==> src/rtl/register_file_2r1w.sv <==
// Two-read, one-write register file with registered read ports, optional
// write-first forwarding, optional hard-wired zero entry and a sticky range error flag.

module register_file_2r1w_rd #(
    parameter int WIDTH    = 16,
    parameter int DEPTH    = 8,
    parameter int AW       = 3,
    parameter int ZERO_REG = 0,
    parameter int BYPASS   = 1
) (
    input  logic                         clk,
    input  logic                         reset,
    input  logic [DEPTH-1:0][WIDTH-1:0]  mem,
    input  logic                         re,
    input  logic [AW-1:0]                raddr,
    input  logic                         write_hit,
    input  logic [AW-1:0]                waddr,
    input  logic [WIDTH-1:0]             wdata,
    output logic [WIDTH-1:0]             rdata,
    output logic                         rvalid,
    output logic                         range_err
);
    logic             in_range;
    logic [WIDTH-1:0] rd_next;

    assign in_range  = 32'(raddr) < DEPTH;
    assign range_err = re && !in_range;

    // write_hit already excludes clear, out-of-range and zero-register writes,
    // so forwarding never exposes data that will not land in storage.
    always_comb begin
        rd_next = '0;
        if (!in_range || (ZERO_REG != 0 && raddr == '0))
            rd_next = '0;
        else if (BYPASS != 0 && write_hit && waddr == raddr)
            rd_next = wdata;
        else
            rd_next = mem[raddr];
    end

    always_ff @(posedge clk or negedge reset) begin
        if (!reset) begin
            rdata  <= '0;
            rvalid <= 1'b0;
        end else begin
            rvalid <= re;
            if (re)
                rdata <= rd_next;
        end
    end
endmodule

module register_file_2r1w #(
    parameter int WIDTH    = 16,
    parameter int DEPTH    = 8,
    parameter int AW       = 3,
    parameter int ZERO_REG = 0,
    parameter int BYPASS   = 1
) (
    input  logic             clk,
    input  logic             reset,
    input  logic             clear,
    input  logic             we,
    input  logic [AW-1:0]    waddr,
    input  logic [WIDTH-1:0] wdata,
    input  logic             re_a,
    input  logic             re_b,
    input  logic [AW-1:0]    raddr_a,
    input  logic [AW-1:0]    raddr_b,
    output logic [WIDTH-1:0] rdata_a,
    output logic [WIDTH-1:0] rdata_b,
    output logic             rvalid_a,
    output logic             rvalid_b,
    output logic             addr_err
);
    localparam int NUM_PORTS = 2;

    logic [DEPTH-1:0][WIDTH-1:0]     mem;
    logic                            waddr_ok;
    logic                            write_hit;
    logic [NUM_PORTS-1:0]            re;
    logic [NUM_PORTS-1:0][AW-1:0]    raddr;
    logic [NUM_PORTS-1:0][WIDTH-1:0] rdata;
    logic [NUM_PORTS-1:0]            rvalid;
    logic [NUM_PORTS-1:0]            rd_err;

    assign waddr_ok  = 32'(waddr) < DEPTH;
    assign write_hit = we && !clear && waddr_ok && !(ZERO_REG != 0 && waddr == '0);

    always_ff @(posedge clk or negedge reset) begin
        if (!reset)
            mem <= '0;
        else if (clear)
            mem <= '0;
        else if (write_hit)
            mem[waddr] <= wdata;
    end

    assign re    = {re_b, re_a};
    assign raddr = {raddr_b, raddr_a};

    genvar p;
    for (p = 0; p < NUM_PORTS; p++) begin : g_rd
        register_file_2r1w_rd #(
            .WIDTH(WIDTH), .DEPTH(DEPTH), .AW(AW), .ZERO_REG(ZERO_REG), .BYPASS(BYPASS)
        ) u_rd (
            .clk       (clk),
            .reset     (reset),
            .mem       (mem),
            .re        (re[p]),
            .raddr     (raddr[p]),
            .write_hit (write_hit),
            .waddr     (waddr),
            .wdata     (wdata),
            .rdata     (rdata[p]),
            .rvalid    (rvalid[p]),
            .range_err (rd_err[p])
        );
    end

    assign rdata_a  = rdata[0];
    assign rdata_b  = rdata[1];
    assign rvalid_a = rvalid[0];
    assign rvalid_b = rvalid[1];

    // Clear wins over a same-edge range violation.
    always_ff @(posedge clk or negedge reset) begin
        if (!reset)
            addr_err <= 1'b0;
        else if (clear)
            addr_err <= 1'b0;
        else if ((we && !waddr_ok) || (|rd_err))
            addr_err <= 1'b1;
    end
endmodule

==> config.mk <==
export PLATFORM = sky130hd
export DESIGN_NAME = register_file_2r1w
export DESIGN_NICKNAME = d
export VERILOG_FILES = /design/src/rtl/register_file_2r1w.sv
export SDC_FILE = /design/constraint.sdc
export NUM_CORES = 1
export LEC_CHECK = 0
export CAP_MARGIN = 15
export CORE_ASPECT_RATIO = 1.75
export CORE_MARGIN = 5
export CORE_UTILIZATION = 32
export DETAILED_ROUTE_END_ITERATION = 12
export DONT_BUFFER_PORTS = 1
export GPL_ROUTABILITY_DRIVEN = 0
export SYNTH_ARGS = -nofsm -noshare
export SYNTH_HDL_FRONTEND = slang
export SYNTH_HIERARCHICAL = 1
export SYNTH_SLANG_ARGS = --single-unit
==> constraint.sdc <==
create_clock -name clk -period 3.5 [get_ports clk]
set_input_delay 0.175 -clock clk [delete_from_list [all_inputs] [get_ports clk]]
set_output_delay 0.175 -clock clk [all_outputs]
set_load 0.03 [all_outputs]
; Word-level counts from Yosys, hierarchy flattened
; Index checks and enable logic that the tools add are counted.
[totals]
register_bits = 162
latchBits = 0
ram_bits = 0
romBits = 0
inputBits = 31
out_inout_bits = 35
wordCells = 35
n_memories = 0
[classes]
add_sub_neg = 0
mul = 0
n_div = 0
n_lt_le_gt_ge = 4
eq_ne = 2
n_shift = 0
n_mux = 11
n_bitwise = 0
n_reduce_logical = 6
[ops]
columns = cell, count
row1 = 2-to-1 mux 128 bit, 2
row2 = bitwise mux 128 bit, 1
row3 = binary-select mux 16 bit (select 3 bit), 2
row4 = 2-to-1 mux 16 bit, 5
row5 = demux 16 bit (select 3 bit), 1
row6 = "less-than comparator 3 x 4 -> 1 bit, second input constant", 3
row7 = == test 3 bit, 2
row8 = logical AND 1 bit, 4
row9 = ">= comparator 3 x 1 -> 1 bit, second input constant", 1
row10 = nonzero test 2 bit, 1
row11 = logical NOT 1 bit, 1

; Longest topological paths before layout
[depth]
ltp_word = 7
depth_mapped = 8
mapped_depth_nobuf = 4

; Modules after synthesis
; The synthesis kept the hierarchy.
[modules_own_cells]
columns = mod, instances, cells_per_inst, area_per_inst_um2
row1 = register_file_2r1w, 1, 465, 5769.3
row2 = register_file_2r1w_rd, 2, 131, 1761.7

; Worst setup path after synthesis
; No wires, ideal clock.
[synth_path]
path_type = input -> register
startpoint = input clear
endpoint = register g_rd[0].u_rd.rdata[0]
arrival_time_ps = 1578
setup_slack_ps = 1781
cell_stages = 8
path_buffers = 4
path_cell_list = clkbuf_1 -> clkbuf_1 -> nor2b_1 -> nand2_1 -> and4b_1 -> buf_1 -> clkbuf_1 -> a221oi_1
[synth_between]
elab_chain_len = 4
[synth_rtl]
columns = item, line_no
row1 = "start, declared", 62  ; input logic clear,
row2 = logical NOT 1 bit, 88  ; assign write_hit = we && !clear && waddr_ok && !(ZERO_REG != 0 && waddr == '0);
row3 = logical AND 1 bit, 88
row4 = named net write_hit, 80  ; logic write_hit;
row5 = logical AND 1 bit, 35  ; else if (BYPASS != 0 && write_hit && waddr == raddr)
row6 = 2-to-1 mux 16 bit, 35
row7 = "end signal, assigned", 48  ; rdata <= rd_next;
row8 = "end, declared", 19  ; output logic [WIDTH-1:0] rdata,
; The timed path passes the listed nets, and every way through them passes these cells.
; A chain may end at the register's enable or synchronous reset.

; Final worst setup path
[layout_path]
startpoint = register mem[74] (netlist name)
endpoint = register g_rd[1].u_rd.rdata[10]
[layout_between]
elab_chain_len = 3
[layout_rtl]
columns = item, line_no
row1 = "start, declared", 78  ; logic [DEPTH-1:0][WIDTH-1:0] mem;
row2 = "start signal, assigned by index", 96  ; mem[waddr] <= wdata;
row3 = binary-select mux 16 bit (select 3 bit), 38  ; rd_next = mem[raddr];
row4 = 2-to-1 mux 16 bit (implied by the code), 38
row5 = 2-to-1 mux 16 bit, 35
row6 = "end signal, assigned", 48
row7 = "end, declared", 19
; No other way between the ends. The select of a mux whose other input is x is not followed.

==> flow_summary.json <==
{
  "synth.largest_area_cell": "dfrtp_1",
  "antenna_found_initial": 0,
  "critPathCaptureType": "flip-flop",
  "status": "complete, but fails checks",
  "ctsResizeCount": 0,
  "die_height_um": 235.4,
  "die-area_um2": 32680,
  "grt_pass1_wl_um": 40310,
  "rsz0062_at_grt": "false",
  "worstPathMaxFanout": 3,
  "rows": 82,
  "drv_slew": 0,
  "synthCells": 727,
  "hp-class": "in -> async",
  "intPower_w": 0.003070,
  "ys_warn_count": 6,
  "cap_viol_max_count": 0,
  "r2r-start": "mem[74]$_DFFE_PN0P_",
  "first_global_vias": 6269,
  "place_inst": 1029,
  "hpwl_um": 15190,
  "clockPowerShare_pct": 41.2,
  "drc": 0,
  "cts_root_buf": "clkbuf_16",
  "area_growth_pct": 9.344,
  "layout-drive-gt1-share_pct": 13.80,
  "grt_max_degree": 164,
  "synth-seq-area-share_pct": 43.89,
  "hold_buffers": 23,
  "p_sw_w": 0.0009983,
  "crit_required_ns": 3.81,
  "antenna_cells": 0,
  "clockBufferDepth": 2,
  "startpoint": "mem[74]$_DFFE_PN0P_",
  "max_slew_margin_pct": 21.46,
  "place_ws_ns": 1.652,
  "core_area_um2": 28630,
  "final_cell_count_no_fill": 1081,
  "vias": 5741,
  "routedWlPerCell_um": 24.01,
  "cts_tree": "built",
  "fmax_ghz": 0.6127,
  "die_w_um": 138.8,
  "drt_pre_antenna_iters": 6,
  "mostFrequentLayoutCells": "dfrtp_1 (163), mux2i_1 (148), nand2b_1 (144)",
  "setup-violations-final": 0,
  "htree_num_levels": 4,
  "cts.sinks": 163,
  "synth_top_area_share_pct": 43.89,
  "syn_nets": 758,
  "combPwrFrac_pct": 8.0,
  "grt_overflow": 0,
  "syn-cell-area_um2": 9293,
  "synth.area.top_cells": "dfrtp_1 (44%), mux2i_1 (16%), mux4_2 (12%)",
  "nets": 724,
  "via_per_inst": 5.311,
  "leakage_nw": 4.946,
  "syn_area_per_cell_um2": 12.78,
  "worstSetupPathType": "reg -> reg",
  "ys_types": 28,
  "violations": "negative hold slack",
  "worst_ep_arrival_time_ns": 1.94,
  "clk_latency_ns": 0.43,
  "io_buffers": 0,
  "period_needed_ns": 1.632,
  "initial_core_util_pct": 32.46,
  "wirelength_um": 25960,
  "final_antenna_net_count": 0,
  "drtIter0Drc": 458,
  "finalSetupTns_ns": 0,
  "seq_power_share_pct": 50.8,
  "fin_hold_ws_ns": -0.5617,
  "io_pins": 66,
  "cts.clk_slew.worst_paths_ns": 0.06,
  "setup_ws_ns": 1.868,
  "worstMarginPinSlew_ns": 1.178,
  "num-fill-cells": 2694,
  "period_share_pct": 46.63,
  "grt_use_total_pct": 16.30,
  "switching_share_pct": 24.54,
  "final_common_cell": "dfrtp_1",
  "fin_worst_skew_ns": 0.005372,
  "hold_viol_final": 163,
  "cts_buffers": 17,
  "ys_ff_latch": 163,
  "vdd_drop_max_mv": 0.3316,
  "crit_path_start_kind": "flip-flop",
  "power.density_nw_per_um2": 400.4,
  "post-cts-setup-buffer-count": 0
}
-- stage by stage --
stage | instance area, um^2 | total power, W | util [%]
5_1_grt | 10160 | 0.004217 | 35.50
4_1_cts | 10160 | 0.004121 | 35.50
3_3_place_gp | 9402 | 0.002366 | 32.84
3_5_place_dp | 9402 | 0.002371 | 32.84
6_report | 10160 | 0.004068 | 35.50
2_1_floorplan | 9293 | 0.002375 | -
-- Yosys cell counts (all sizes together) --
master and n:
a41oi 2, dfrtp 163, nor3 1, a221o 12
xnor2 6, clkbuf 37, mux2 12, inv 22
buf 46, nor2b 13, nand2 2, nor2 21
nand4bb 3, nand4b 3, a221oi 20, nand4 1
or4b 1, nand2b 144, nor4bb 2, mux2i 148
conb 2, and4b 2, mux4 64
-- layer usage --
layer  vias to the layer above  part of all wire, %  GRT usage, %
met5                         -                    0             0
met4                         0                  4.4         8.042
met3                        56                  5.0         3.882
met2                       150                   53         29.35
met1                      3009                   37         17.76
li1                       2526                    -             -
-- final timing paths --
path | depth (start not counted) | slack [ns] | endpoint
setup / recovery | 3 | 1.87 | g_rd[1].u_rd/rdata[10]$_DFFE_PN0P_
hold / removal | 0 | -0.56 | mem[26]$_DFFE_PN0P_
setup reg to reg | 3 | 1.87 | g_rd[1].u_rd/rdata[10]$_DFFE_PN0P_
hold reg to reg | 2 | 0.55 | mem[19]$_DFFE_PN0P_
max in group asynchronous | 0 | 3.75 | mem[122]$_DFFE_PN0P_
min in group clk | 2 | 0.02 | g_rd[1].u_rd/rdata[4]$_DFFE_PN0P_
-- power by group through the flow --
stage	clock network, W	logic (W)	registers (W)
global route	0.00179	0.000349	0.00207
detailed placement	0	0.000269	0.00210
floorplan	0	0.000303	0.00207
finish	0.00168	0.000325	0.00207
CTS	0.00173	0.000327	0.00207
global placement	0	0.000266	0.00210
-- critical path: stages (launching register included) --
cell	delay (ns)
dfrtp_1	0.40
mux4_2	0.49
mux2_2	0.27
a221o_1	0.34
-- cells by family after synthesis --
kind of cell              count (synthesis)  synth area share [%]
buffers and inverters                   105                 5.695
other                                     2               0.08082
and+or+nand+nor                         193                 12.85
AOI/OAI and AO/OA                        34                 3.366
muxes                                   224                 33.55
xor gates and xnor gates                  6                0.5655
DFF                                     163                 43.89
-- cell type report --
| cell class | count | area (um^2) | area share, % |
|---|---|---|---|
| flip-flops and latches | 163 | 4079 | 40.14 |
| clock buffers | 24 | 481.7 | 4.741 |
| multi-input cells | 459 | 4715 | 46.40 |
| repair buffers | 30 | 300.3 | 2.955 |
| well taps | 378 | 473.0 | 4.655 |
| inverters | 22 | 82.58 | 0.8127 |
| clock inverters | 5 | 30.03 | 0.2955 |
-- registers in the layout, indices dropped and copies added, names as in the netlist --
register,cells
addr_err,1
mem,128
g_rd.u_rd/rvalid,2
g_rd.u_rd/rdata,32
(Power assumes the default switching activity.)
